==> src/rtl/key_pkg.sv <==
// Shared types and default timing for the push-button flag generator.
// Timing defaults assume a 25 MHz clock.
package key_pkg;

   localparam int CNT_W = 32;

   localparam int DEF_T_DEBOUNCE     = 500_000;
   localparam int DEF_T_REPEAT_DELAY = 25_000_000;
   localparam int DEF_T_REPEAT       = 5_000_000;

   typedef enum logic [1:0] {
      IDLE       = 2'd0,
      PRESS_FILT = 2'd1,
      HELD       = 2'd2,
      REL_FILT   = 2'd3
   } key_state_t;

endpackage

==> src/rtl/key_debounce.sv <==
// One push-button channel: 2-flop synchronizer, press/release debounce FSM
// and an optional auto-repeat generator producing one-cycle flag pulses.
module key_debounce
   import key_pkg::*;
#(
   parameter int T_DEBOUNCE     = DEF_T_DEBOUNCE,
   parameter int T_REPEAT_DELAY = DEF_T_REPEAT_DELAY,
   parameter int T_REPEAT       = DEF_T_REPEAT,
   parameter bit REPEAT_EN      = 1'b1
)(
   input  logic clk,
   input  logic rst_n,
   input  logic key_n,
   output logic flag
);

   localparam logic [CNT_W-1:0] DEB_LAST   = CNT_W'(T_DEBOUNCE - 1);
   localparam logic [CNT_W-1:0] DELAY_LAST = CNT_W'(T_REPEAT_DELAY - 1);
   localparam logic [CNT_W-1:0] REP_LAST   = CNT_W'(T_REPEAT - 1);

   logic [1:0]       sync;
   logic             key;
   key_state_t       state, state_nxt;
   logic [CNT_W-1:0] filt_cnt, filt_nxt;
   logic [CNT_W-1:0] rep_cnt, rep_nxt;
   logic [CNT_W-1:0] rep_last;
   logic             armed, armed_nxt;
   logic             flag_nxt;

   assign key = sync[1];

   // Synchronizer flops idle at 1 so reset looks like a released key.
   always_ff @(posedge clk or negedge rst_n) begin
      if (!rst_n) begin
         sync <= 2'b11;
      end else begin
         sync <= {sync[0], key_n};
      end
   end

   always_ff @(posedge clk or negedge rst_n) begin
      if (!rst_n) begin
         state    <= IDLE;
         filt_cnt <= '0;
         rep_cnt  <= '0;
         armed    <= 1'b0;
         flag     <= 1'b0;
      end else begin
         state    <= state_nxt;
         filt_cnt <= filt_nxt;
         rep_cnt  <= rep_nxt;
         armed    <= armed_nxt;
         flag     <= flag_nxt;
      end
   end

   // The first repeat waits the long delay; once it fires, the short period applies.
   assign rep_last = armed ? REP_LAST : DELAY_LAST;

   always_comb begin
      state_nxt = state;
      filt_nxt  = filt_cnt;
      rep_nxt   = rep_cnt;
      armed_nxt = armed;
      flag_nxt  = 1'b0;
      unique case (state)
         IDLE: begin
            filt_nxt  = '0;
            rep_nxt   = '0;
            armed_nxt = 1'b0;
            if (!key) begin
               state_nxt = PRESS_FILT;
            end
         end
         PRESS_FILT: begin
            if (key) begin
               state_nxt = IDLE;
               filt_nxt  = '0;
            end else if (filt_cnt == DEB_LAST) begin
               state_nxt = HELD;
               filt_nxt  = '0;
               rep_nxt   = '0;
               armed_nxt = 1'b0;
               flag_nxt  = 1'b1;
            end else begin
               filt_nxt = filt_cnt + 1'b1;
            end
         end
         HELD: begin
            if (key) begin
               state_nxt = REL_FILT;
               filt_nxt  = '0;
            end else if (REPEAT_EN) begin
               if (rep_cnt == rep_last) begin
                  rep_nxt   = '0;
                  armed_nxt = 1'b1;
                  flag_nxt  = 1'b1;
               end else begin
                  rep_nxt = rep_cnt + 1'b1;
               end
            end
         end
         REL_FILT: begin
            // A low sample here is a release bounce: resume holding, restart the delay.
            if (!key) begin
               state_nxt = HELD;
               filt_nxt  = '0;
               rep_nxt   = '0;
               armed_nxt = 1'b0;
            end else if (filt_cnt == DEB_LAST) begin
               state_nxt = IDLE;
               filt_nxt  = '0;
            end else begin
               filt_nxt = filt_cnt + 1'b1;
            end
         end
         default: begin
            state_nxt = IDLE;
         end
      endcase
   end

endmodule

==> src/rtl/key_flag_gen.sv <==
// Two independent debounced push-buttons: "add" with auto-repeat while held,
// "adjust" with a single pulse per press.
module key_flag_gen
   import key_pkg::*;
#(
   parameter int T_DEBOUNCE     = DEF_T_DEBOUNCE,
   parameter int T_REPEAT_DELAY = DEF_T_REPEAT_DELAY,
   parameter int T_REPEAT       = DEF_T_REPEAT
)(
   input  logic clk_25m,
   input  logic rst_n_25m,
   input  logic key_add_n,
   input  logic key_adjust_n,
   output logic flag_add,
   output logic flag_adjust
);

   key_debounce #(
      .T_DEBOUNCE     (T_DEBOUNCE),
      .T_REPEAT_DELAY (T_REPEAT_DELAY),
      .T_REPEAT       (T_REPEAT),
      .REPEAT_EN      (1'b1)
   ) u_add (
      .clk   (clk_25m),
      .rst_n (rst_n_25m),
      .key_n (key_add_n),
      .flag  (flag_add)
   );

   key_debounce #(
      .T_DEBOUNCE     (T_DEBOUNCE),
      .T_REPEAT_DELAY (T_REPEAT_DELAY),
      .T_REPEAT       (T_REPEAT),
      .REPEAT_EN      (1'b0)
   ) u_adjust (
      .clk   (clk_25m),
      .rst_n (rst_n_25m),
      .key_n (key_adjust_n),
      .flag  (flag_adjust)
   );

endmodule
==> config.mk <==
export PLATFORM = sky130hd
export DESIGN_NAME = key_flag_gen
export DESIGN_NICKNAME = d
export VERILOG_FILES = /design/src/rtl/key_pkg.sv /design/src/rtl/key_debounce.sv /design/src/rtl/key_flag_gen.sv
export SDC_FILE = /design/constraint.sdc
export NUM_CORES = 1
export LEC_CHECK = 0
export ABC_AREA = 1
export ABC_CLOCK_PERIOD_IN_PS = 2390
export CAP_MARGIN = 30
export CORE_UTILIZATION = 45
export CTS_BUF_LIST = sky130_fd_sc_hd__clkbuf_8
export CTS_CLUSTER_SIZE = 30
export DETAILED_ROUTE_END_ITERATION = 10
export HOLD_SLACK_MARGIN = 0.03
export PLACE_DENSITY = 0.68
export SKIP_CTS_REPAIR_TIMING = 1
export SLEW_MARGIN = 20
export SYNTH_ARGS = -nofsm -noshare
export SYNTH_HDL_FRONTEND = slang
export SYNTH_SLANG_ARGS = --single-unit
==> constraint.sdc <==
create_clock -name clk_25m -period 2.39 [get_ports clk_25m]
set_input_delay 0.239 -clock clk_25m [delete_from_list [all_inputs] [get_ports clk_25m]]
set_output_delay 0.239 -clock clk_25m [all_outputs]
set_load 0.005 [all_outputs]
# Yosys cells after proc, flatten, opt, wreduce, memory -nomap -nowiden
# Cells that the tools add are included.
# word_totals
ff_bits	107
latchBits	0
ram_bits	0
mem_bits_ro	0
inputBits	4
out_inout_bits	2
elab_cells	86
mem_count	0
# op_classes
n_addsub	3
multipliers	0
div	0
n_lt_le_gt_ge	0
eq_ne	22
shifts	0
muxes	45
bitwise_logic	0
reduce_logical	6
# ops
op	count
2-to-1 mux 32 bit	13
one-hot mux 32 bit (4 select lines)	3
adder 32 x 1 -> 32 bit, second input constant	3
equality test 32 x 19 -> 1 bit, second input constant	2
equality test 32 bit	1
2-to-1 mux 25 bit	1
2-to-1 mux 2 bit	12
one-hot mux 2 bit (4 select lines)	2
2-to-1 mux 1 bit	12
AND reduction 4 bit	3
!= test 2 bit, second input constant	5
equality test 2 bit, second input constant	4
!= test 2 x 1 -> 1 bit, second input constant	4
!= test 3 x 1 -> 1 bit, second input constant	2
!= test 3 bit, second input constant	2
AND reduction 5 bit	1
equality test 2 x 1 -> 1 bit, second input constant	2
zero test 2 bit	2
one-hot mux 1 bit (4 select lines)	1
one-hot mux 1 bit (2 select lines)	1

# Depth between registers and ports, before layout
# depth
depth_word	5
depth_mapped	12
ltp_nobuf	11

# Cells and area by module
# Synthesis repeated with hierarchy kept, for this count alone.
# unflattened
hier_cells	1168
hier_area_um2	7657.3
# by_module_without_submodules
mod	n_inst	cells_per_inst	area_per_inst_um2
key_debounce at u_add	1	774	5013.6
key_debounce at u_adjust	1	394	2643.8

# Worst setup path before layout
# Ideal clock, no wire load.
# synth_timing
kind	reg2reg
from	register u_add.state[0]
to	register u_add.rep_cnt[9]
arrival_ns	1.662
required_ns	2.268
setup_slack_ns	0.606
stages_incl_launch_ff	10
n_path_buf	1
synth_period_minus_slack_ns	1.784
path_cell_list	dfrtp_1 -> ha_1 -> nor2_2 -> nand2_1 -> nand2_1 -> buf_4 -> a21boi_4 -> nand2_2 -> nand2_1 -> nor2_1
# synth_via
elab_chain_len	3
# synth_rtl
element	line_no	source
from (decl)	key_debounce.sv:23	key_state_t state, state_nxt;
from (signal assigned)	key_debounce.sv:49	state <= state_nxt;
equality test 2 bit or equality test 2 x 1 -> 1 bit (tied branches)	key_debounce.sv:66	unique case (state)
!= test 2 bit (no line) or != test 2 x 1 -> 1 bit (tied branches)	-	
AND reduction 4 bit (no line)	-	
to (signal assigned)	key_debounce.sv:51	rep_cnt <= rep_nxt;
to (decl)	key_debounce.sv:25	logic [CNT_W-1:0] rep_cnt, rep_nxt;
# Parallel ways exist; a longest one is shown, timed or not.
# A chain may end at the register's enable or synchronous reset.

# Worst setup path in the final report
# layout_timing
from	register u_add.rep_cnt[0]
to	register u_add.rep_cnt[6]
# layout_via
elab_chain_len	4
# layout_rtl
element	line_no	source
adder 32 x 1 -> 32 bit or equality test 32 bit (tied branches)	key_debounce.sv:99, key_debounce.sv:94	
2-to-1 mux 32 bit (*)	key_debounce.sv:94	if (rep_cnt == rep_last) begin
2-to-1 mux 32 bit (*)	key_debounce.sv:90	if (key) begin
one-hot mux 32 bit (4 select lines) (*)	key_debounce.sv:66	
# Mark *: on every way between the ends. The rest lies on a longest branch, timed or not. The select of a mux whose other input is x is not followed.

==> out/qor.json <==
{
  "die": {
    "core_box_area_mm2": 0.0161,
    "chipHeight_um": 131,
    "num_io_pins": 6,
    "initial_utilization_pct": 46.7,
    "num_rows": 46,
    "die-area_mm2": 0.0172,
    "dieWidth_um": 131
  },
  "grt": {
    "grt_pass1_vias": 6768,
    "grt_pass1_wl_um": 33700,
    "grt-ovfl-total": 0,
    "total_global_route_track_usage_pct": 24.2,
    "grt_start_max_net_pins": 41,
    "grt_antenna_before_repair": 0
  },
  "route": {
    "via_per_inst": 5.23,
    "drt_pass1_iterations": 5,
    "detail_route.wirelength_um": 19600,
    "routed_wire_length_per_instance_um": 14.1,
    "drt_first_iter_violations": 626,
    "drcViolationCount": 0,
    "num_vias": 7297,
    "postRouteAntennaNets": 0
  },
  "power_and_ir_drop": {
    "p_per_area_mw_per_mm2": 515,
    "irDropWorstVdd_mv": 0.311,
    "total_power_mw": 4.13,
    "leakage_nw": 3.48
  },
  "worst_setup_path": {
    "startpoint_of_the_most_critical_register_to_register_path": "u_add.rep_cnt[0]",
    "cp-start-kind": "flop",
    "path_max_fanout": 8,
    "cp_slowest_stage_delay_ns": 0.45,
    "crit_buf_inv": 0,
    "timing.critical_path.max_delay_family": "simple AND/OR/NAND/NOR gates",
    "reg2reg_setup_slack_ns": 0.27,
    "cell_with_the_biggest_individual_delay_on_the_critical_path": "sky130_fd_sc_hd__dfrtp_1",
    "required_ns": 2.68,
    "r2r.worst_path.cells": 10,
    "critical_path.cell_chain": "ha_1 -> nand3_2 -> nor2_1 -> nand3_1 -> nor2_1 -> nand2_1 -> nand2_1 -> nand2_2 -> nand2_1 -> nor2_1",
    "timing.critical_path.to_type": "flop",
    "timing_worst_setup_path_type": "flop to flop",
    "worst_ep_arrival_time_ns": 2.42,
    "critical_path_depth": 10,
    "timing.rr.end": "u_add.rep_cnt[6]"
  },
  "layout": {
    "diodes_inserted": 0,
    "final_layout_size_suffix_gt1_share_pct": 5.34,
    "finalInstanceArea_mm2": 0.00801,
    "final_net_count": 1187,
    "area_growth_syn_to_layout_pct": 6.75
  },
  "yosys": {
    "yosysSeqAreaShare_pct": 35.7,
    "synth_cell_types": 40,
    "synth.net_count": 1181,
    "area_of_the_mapped_netlist_mm2": 0.00751,
    "synthesis.instances": 1169,
    "syn_area_per_cell_um2": 6.42,
    "yosys_synthesis_warning_count": 0,
    "synth_seq_cells": 107
  },
  "worst_hold_path": {
    "holdPathStages": 1,
    "hold_class": "input pin to flop",
    "worstHoldStart": "key_adjust_n",
    "worstHoldEndpoint": "u_adjust.sync[0]"
  },
  "clock_tree": {
    "numCtsBuffers": 9,
    "cts_max_path_bufs": 2,
    "worst_skew_late_latency_ns": 0.40,
    "cts_root_cell": "sky130_fd_sc_hd__clkbuf_8",
    "htree_num_levels": 3,
    "clkTransAtPathRegs_ns": 0.11,
    "cts_tree": "done",
    "number_of_sinks_on_the_clock_net": 107
  },
  "sta": {
    "worst_pin_slew_ns": 0.602,
    "finalHoldViolations": 0,
    "final_slew_violations": 0,
    "clock-skew-final_ns": 0.0146,
    "setup_viol": 0,
    "final.setup.tns_ns": 0,
    "rsz0062_at_grt": "no",
    "maxClockFrequency_mhz": 471,
    "max_slew_margin_pct": 59.6,
    "timing.hold.ws_ns": 0.232,
    "timing.final.ws_setup_ns": 0.268,
    "finalCriticalPeriod_ns": 2.12,
    "final.period_utilization_pct": 88.8
  },
  "placement": {
    "routabilityCongestion": 0.940,
    "port-buffer-count": 5,
    "place_area_mm2": 0.00781,
    "place.detailed.hpwl_um": 15000,
    "pre_cts_ws_ns": 0.318
  },
  "status": {
    "status": "completed"
  },
  "job": {
    "max-cap-violations": 0
  }
}
==> worst max-delay path by stage <==
stage / to / startpoint
after floorplan: u_add.rep_cnt[9] / u_add.state[0]
after global placement: u_add.armed / u_add.rep_cnt[0]
after detailed placement: u_add.rep_cnt[6] / u_add.rep_cnt[0]
after CTS: u_add.rep_cnt[9] / u_add.rep_cnt[0]
after global routing: u_add.rep_cnt[3] / u_add.rep_cnt[0]
final: u_add.rep_cnt[6] / u_add.rep_cnt[0]
==> metal layers <==
layer | wire (um) | share of wire [%] | track usage, %
met1 | 9420 | 48 | 33.9
met2 | 8880 | 45 | 38.5
met3 | 997 | 5.1 | 3.43
met4 | 340 | 1.7 | 7.71
met5 | 0 | 0 | 0
==> metrics by stage <==
stage,utilization (%),instances
floorplan,-,1169
global placement,48.6,1379
detailed placement,48.6,1379
CTS,49.8,1395
global route,49.9,1396
finish,49.9,1396
==> flip-flops by register name, summed over array words and instances (netlist names), named ones only <==
name	flops
u_add.rep_cnt	32
u_adjust.filt_cnt	32
u_adjust.sync	2
u_add.armed	1
u_adjust.state	1
u_add.state	1
u_adjust.flag	1
u_add.flag	1
u_add.sync	2
u_add.filt_cnt	32
==> placed cells by master, fill, tap and decap left out, types with 2 or more instances in the layout <==
master	synthesis	final
sky130_fd_sc_hd__nor2_2	10	10
sky130_fd_sc_hd__ha_1	8	8
sky130_fd_sc_hd__inv_6	0	2
sky130_fd_sc_hd__nand2_1	375	375
sky130_fd_sc_hd__and2_1	3	3
sky130_fd_sc_hd__nor2_1	169	169
sky130_fd_sc_hd__buf_4	1	13
sky130_fd_sc_hd__nand3_1	101	101
sky130_fd_sc_hd__o21ai_0	40	40
sky130_fd_sc_hd__xor2_1	27	27
sky130_fd_sc_hd__buf_12	0	2
sky130_fd_sc_hd__o22ai_1	26	26
sky130_fd_sc_hd__inv_1	140	141
sky130_fd_sc_hd__nor3_1	47	47
sky130_fd_sc_hd__inv_2	7	7
sky130_fd_sc_hd__clkbuf_8	0	9
sky130_fd_sc_hd__nor3_2	3	3
sky130_fd_sc_hd__clkdlybuf4s50_1	0	4
sky130_fd_sc_hd__inv_8	0	2
sky130_fd_sc_hd__xnor2_1	3	3
sky130_fd_sc_hd__dfstp_2	4	4
sky130_fd_sc_hd__nand2_2	4	4
sky130_fd_sc_hd__a21oi_1	10	10
sky130_fd_sc_hd__o21ai_1	7	7
sky130_fd_sc_hd__nor2_4	2	2
sky130_fd_sc_hd__dfrtp_1	103	103
sky130_fd_sc_hd__nand4_1	41	41
==> area by class of cell <==
| cell class | count | area [um2] |
|---|---|---|
| Clock inverter | 7 | 68.8 |
| Multi-Input combinational cell | 889 | 4120 |
| Timing Repair Buffer | 20 | 188 |
| Clock buffer | 9 | 124 |
| Inverter | 148 | 556 |
| Tap cell | 216 | 270 |
| Fill cell | 1649 | 8050 |
| Sequential cell | 107 | 2680 |
==> logic make-up (layout without fill, tap and decap cells) <==
family	after synthesis	after routing	synth area share (%)
flip-flops	107	107	35.7
multiplexers	1	1	0.133
XOR/XNOR	30	30	3.50
buffers and inverters	173	184	9.32
AO/OA/AOI/OAI	90	90	6.82
AND/OR/NAND/NOR	760	760	43.2
adder cells (fa/ha/maj)	8	8	1.33
==> Yosys cell counts, drive strengths merged <==
| master | count | area share (%) |
|---|---|---|
| nor2 | 181 | 9.6 |
| dfstp | 4 | 1.4 |
| clkinv | 1 | 0.050 |
| o21bai | 1 | 0.10 |
| xor2 | 27 | 3.2 |
| inv | 147 | 7.4 |
| nand3b | 1 | 0.10 |
| a31oi | 1 | 0.083 |
| and3 | 1 | 0.083 |
| buf | 17 | 1.5 |
| o22ai | 26 | 2.2 |
| nand3 | 102 | 6.9 |
| and2 | 3 | 0.25 |
| mux2i | 1 | 0.13 |
| o211ai | 1 | 0.10 |
| nand2 | 380 | 19 |
| nor3 | 50 | 3.5 |
| nor4 | 1 | 0.083 |
| clkbuf | 8 | 0.42 |
| o21ai | 47 | 3.1 |
| o2111ai | 1 | 0.12 |
| o21a | 1 | 0.10 |
| a21oi | 10 | 0.67 |
| xnor2 | 3 | 0.35 |
| ha | 8 | 1.3 |
| dfrtp | 103 | 34 |
| a21boi | 1 | 0.25 |
| a22oi | 1 | 0.10 |
| nand4 | 41 | 3.4 |
==> worst reg2reg max path, stage by stage (launching register included) <==
cell	delay [ns]
sky130_fd_sc_hd__dfrtp_1	0.45
sky130_fd_sc_hd__ha_1	0.32
sky130_fd_sc_hd__nand3_2	0.19
sky130_fd_sc_hd__nor2_1	0.27
sky130_fd_sc_hd__nand3_1	0.11
sky130_fd_sc_hd__nor2_1	0.14
sky130_fd_sc_hd__nand2_1	0.11
sky130_fd_sc_hd__nand2_1	0.14
sky130_fd_sc_hd__nand2_2	0.14
sky130_fd_sc_hd__nand2_1	0.11
sky130_fd_sc_hd__nor2_1	0.04
==> where the power goes <==
part / leakage [nW] / switching [mW] / internal (mW)
logic: 1.90 / 0.786 / 0.301
registers: 1.47 / 0.0465 / 1.85
clock network: 0.102 / 0.729 / 0.409
Note: power is estimated with default switching activity, not from simulation.
